## config.mk

```make
export PLATFORM = sky130hd
export DESIGN_NAME = pipe_stage_reg
export DESIGN_NICKNAME = d
export VERILOG_FILES = /design/src/rtl/pipe_stage_reg.sv
export SDC_FILE = /design/constraint.sdc
export NUM_CORES = 1
export LEC_CHECK = 0
export CAP_MARGIN = 20
export CELL_PAD_IN_SITES_DETAIL_PLACEMENT = 1
export CELL_PAD_IN_SITES_GLOBAL_PLACEMENT = 1
export CORE_UTILIZATION = 28
export DETAILED_ROUTE_END_ITERATION = 12
export MAX_ROUTING_LAYER = met4
export PLACE_DENSITY = 0.88
export SYNTH_ARGS = -nofsm -noshare
export SYNTH_HDL_FRONTEND = slang
export SYNTH_SLANG_ARGS = --single-unit
```

## constraint.sdc

```tcl
create_clock -name clk -period 0.8 [get_ports clk]
set_clock_uncertainty 0.05 [all_clocks]
set_input_delay 0.12 -clock clk [delete_from_list [all_inputs] [get_ports clk]]
set_output_delay 0.12 -clock clk [all_outputs]
set_load 0.01 [all_outputs]
```

## src/rtl/pipe_stage_reg.sv

```systemverilog
// Y86-64 pipeline stage register: stat/icode/ifun header plus opaque payload,
// stall/bubble control, sticky conflict flag, optional counters (PIPE_STAGE_REG_PERF_EN).
module pipe_stage_reg #(
  parameter int                PAYLOAD_W   = 136,
  parameter int                STAT_W      = 3,
  parameter logic [3:0]        NOP_ICODE   = 4'h1,
  parameter logic [STAT_W-1:0] STAT_BUBBLE = 3'b001,
  parameter int                CNT_W       = 32
) (
  input  logic                 clk,
  input  logic                 rst_n,
  input  logic                 stall,
  input  logic                 bubble,
  input  logic                 in_valid,
  input  logic [STAT_W-1:0]    in_stat,
  input  logic [3:0]           in_icode,
  input  logic [3:0]           in_ifun,
  input  logic [PAYLOAD_W-1:0] in_payload,
  output logic                 out_valid,
  output logic                 out_is_bubble,
  output logic [STAT_W-1:0]    out_stat,
  output logic [3:0]           out_icode,
  output logic [3:0]           out_ifun,
  output logic [PAYLOAD_W-1:0] out_payload,
  output logic                 ctl_err,
  input  logic                 cnt_clr,
  output logic [CNT_W-1:0]     stall_cnt,
  output logic [CNT_W-1:0]     bubble_cnt,
  output logic [CNT_W-1:0]     instr_cnt
);

  logic                 r_valid;
  logic                 r_is_bubble;
  logic [STAT_W-1:0]    r_stat;
  logic [3:0]           r_icode;
  logic [3:0]           r_ifun;
  logic [PAYLOAD_W-1:0] r_payload;
  logic                 r_ctl_err;

  logic w_load;
  logic w_hold;
  logic w_conflict;

  // Bubble dominates stall; a load happens only when neither is asserted.
  assign w_hold     = stall & ~bubble;
  assign w_load     = ~stall & ~bubble;
  assign w_conflict = stall & bubble;

  always_ff @(posedge clk or negedge rst_n) begin
    if (!rst_n) begin
      r_valid     <= 1'b0;
      r_is_bubble <= 1'b1;
      r_stat      <= STAT_BUBBLE;
      r_icode     <= NOP_ICODE;
      r_ifun      <= 4'h0;
      r_payload   <= '0;
    end else if (bubble) begin
      r_valid     <= 1'b0;
      r_is_bubble <= 1'b1;
      r_stat      <= STAT_BUBBLE;
      r_icode     <= NOP_ICODE;
      r_ifun      <= 4'h0;
      r_payload   <= '0;
    end else if (w_load) begin
      r_valid     <= in_valid;
      r_is_bubble <= 1'b0;
      r_stat      <= in_stat;
      r_icode     <= in_icode;
      r_ifun      <= in_ifun;
      r_payload   <= in_payload;
    end
  end

  always_ff @(posedge clk or negedge rst_n) begin
    if (!rst_n) begin
      r_ctl_err <= 1'b0;
    end else if (cnt_clr) begin
      r_ctl_err <= 1'b0;
    end else if (w_conflict) begin
      r_ctl_err <= 1'b1;
    end
  end

  assign out_valid     = r_valid;
  assign out_is_bubble = r_is_bubble;
  assign out_stat      = r_stat;
  assign out_icode     = r_icode;
  assign out_ifun      = r_ifun;
  assign out_payload   = r_payload;
  assign ctl_err       = r_ctl_err;

`ifdef PIPE_STAGE_REG_PERF_EN
  logic [CNT_W-1:0] r_stall_cnt;
  logic [CNT_W-1:0] r_bubble_cnt;
  logic [CNT_W-1:0] r_instr_cnt;
  logic             w_instr_inc;

  assign w_instr_inc = w_load & in_valid;

  // Saturating counters; clear takes priority over any increment.
  always_ff @(posedge clk or negedge rst_n) begin
    if (!rst_n) begin
      r_stall_cnt  <= '0;
      r_bubble_cnt <= '0;
      r_instr_cnt  <= '0;
    end else if (cnt_clr) begin
      r_stall_cnt  <= '0;
      r_bubble_cnt <= '0;
      r_instr_cnt  <= '0;
    end else begin
      if (w_hold && (r_stall_cnt != '1))
        r_stall_cnt <= r_stall_cnt + CNT_W'(1);
      if (bubble && (r_bubble_cnt != '1))
        r_bubble_cnt <= r_bubble_cnt + CNT_W'(1);
      if (w_instr_inc && (r_instr_cnt != '1))
        r_instr_cnt <= r_instr_cnt + CNT_W'(1);
    end
  end

  assign stall_cnt  = r_stall_cnt;
  assign bubble_cnt = r_bubble_cnt;
  assign instr_cnt  = r_instr_cnt;
`else
  logic w_unused_hold;
  assign w_unused_hold = w_hold;
  assign stall_cnt  = '0;
  assign bubble_cnt = '0;
  assign instr_cnt  = '0;
`endif

endmodule

```

==> metrics.csv <==
metric;value;unit
synth-async-reset-ratio;1.00;
place_inst;1223;
synth_top_area_frac;0.543;
p_leak;5.89;nW
clk_latency;410;ps
core-area;0.0236;mm2
first_pass_iters;4;
post-place-ws;-431;ps
cp_max_fo;2;
ant_nets;0;
rsz0062_at_grt;yes;
critPathTopFamily;flip-flops;
fin_cells;1331;
routedWlPerCell;17.8;um
cts_tree;yes;
hold_end;out_ifun[3];
fmax;0.809;GHz
antenna_found_initial;0;
grt_pass1_vias;5799;
synth-edff-count;0;
clk_pin_slew;70;ps
setup_ws;-437;ps
grt_usage;0.176;
cp-end-kind;output pin;
syn-cell-area;0.00678;mm2
setup.worst_path.class;register to output pin;
cpMaxStageDelayCell;dfstp_2;
dpl.hpwl;16.2;mm
ys.flop_type;dfrtp_1;
ys_seq_area_frac;0.554;
powerDensity;1790;mW/mm2
ir_drop;0.00149;V
drive_gt1_frac;0.328;
hp-class;input port to register;
fin_nets;1151;
vias_per_cell;4.22;
cts_inserted_buffers;17;
ys_ff_latch;150;
cpPeakStageDelay;550;ps
dieArea;0.0248;mm2
io_pins;399;
die_x;158;um
ys_warn_count;0;
min_period_over_period;1.55;
ys_types;15;
totalWireLength;23.8;mm
yosysTopAreaCell;dfrtp_1;
r2r-end;out_payload[59];
grt_max_degree;61;
timing.hold.worst.start;bubble;
clkSinkCount;150;
rrSetupSlack;-170;ps
root_buffer;clkbuf_16;
vias;5621;
r2r_cells;3;
post_synth.cell_area_avg;11.7;um2
busiest_layer;met2;
min_path_cells;3;
grt-ovfl-total;0;
met1_usage;0.180;
finalPower;0.0202;W
cp_cell_sequence;buf_6;
drv_cap;0;
final_util;0.477;
r2r-start;out_payload[59];
worstSetupStartpointType;register;
synth_common_cells;dfrtp_1, nor2_1, mux2i_1;
area_growth;66.2;%
use_met2;0.330;
netlist_instances;580;
drc;0;
grt_first_pass_wirelength;32.0;mm
h-tree-depth;4;
synth.area.top_cells;dfrtp_1, mux2i_1, buf_4;
cts_max_path_buffers;2;
setup_viol;241;
violations;negative setup slack;
hold_viol_final;0;
num_rows;56;
drt_iter0_drc;182;
final_max_slew_viol_count;0;
required;630;ps
met3_usage;0.0364;
numPortBuffers;302;
cp_num_buf_inv;1;
gp_congestion;0.752;
die_y;158;um
start_util;0.287;
cp.arrival;1070;ps
fin_crit;1240;ps
status;complete, but fails checks;
## flip-flops by register name, summed over array words and instances (netlist names)
signal	flops
out_stat	3
out_payload	136
ctl_err	1
out_valid	1
out_is_bubble	1
out_icode	4
out_ifun	4
## final cells by class
class                      instances  area, um2
timing repair buffer             434       4050
clock buffer                      18        429
clock inverter                    14        140
antenna                            1       2.50
fill                            2610      12300
multi-input combinational        395       2480
tap                              319        399
sequential                       150       3760
## cells in the final DEF (no fill, tap or decap)
cell type and instances:
mux2i_2 10, clkbuf_16 17, clkinv_4 1, mux2i_1 134, clkbuf_1 1, nor2_2 1
diode_2 1, a211o_1 2, buf_4 81, a21o_1 1, buf_2 72, clkinv_2 1
mux2i_4 2, a21oi_2 1, nor2_1 146, buf_6 118, inv_6 5, conb_1 96
nor2b_1 2, dfrtp_1 147, dlygate4sd3_1 1, bufinv_16 1, dfstp_2 3, clkbuf_8 1
clkinvlp_4 4, clkdlybuf4s50_1 149, buf_12 12, inv_8 2
## metrics by stage
stage / hold WS (ps) / TNS, ps / area, um2
after global routing: 33.8 / -64060 / 11300
final: 36.8 / -54220 / 11300
after global placement: -31.0 / -77800 / 10200
after detailed placement: -29.5 / -81330 / 10200
after floorplan: -226 / -10350 / 7200
after CTS: 15.0 / -53500 / 10800
## report_power, final
part | total (W) | internal (W) | switching (W)
combinational | 0.00399 | 0.00223 | 0.00175
sequential | 0.00833 | 0.00802 | 0.000312
clock | 0.00789 | 0.00438 | 0.00352
total | 0.0202 | 0.0146 | 0.00558
## metal layers
layer  up-vias  wire length [um]
met4         0               631
met1      2806              8530
met5         -                 0
met3        39              1220
met2       242             13400
li1       2534                 -
## how the worst max path moves through the flow
stage                   from                to  slack, ps  cells past startpoint
2_1_floorplan          stall  out_payload[111]       -100                      5
3_3_place_gp    out_icode[0]      out_icode[0]       -400                      1
3_5_place_dp   out_is_bubble     out_is_bubble       -430                      1
4_1_cts         out_icode[0]      out_icode[0]       -450                      1
5_1_grt         out_icode[0]      out_icode[0]       -470                      1
6_report        out_icode[0]      out_icode[0]       -440                      1
## logic make-up (layout without fill, tap and decap cells)
group	after synthesis	in the layout	share of synthesized area
DFF	150	150	0.554
other	1	97	0.000553
AOI/OAI and AO/OA	4	4	0.00443
buffers and inverters	130	466	0.142
muxes	146	146	0.216
and+or+nand+nor	149	149	0.0833
## what timing repair did
item / in CTS / in global routing
gates resized for setup: 669 / 74
pin swaps: 8 / 45
buffers inserted: 57 / 50
endpoints found under the hold margin: 150 / 0
endpoints found under the setup margin: 164 / 236
hold buffers: 1 / 0
Note: power is estimated with default switching activity, not from simulation.
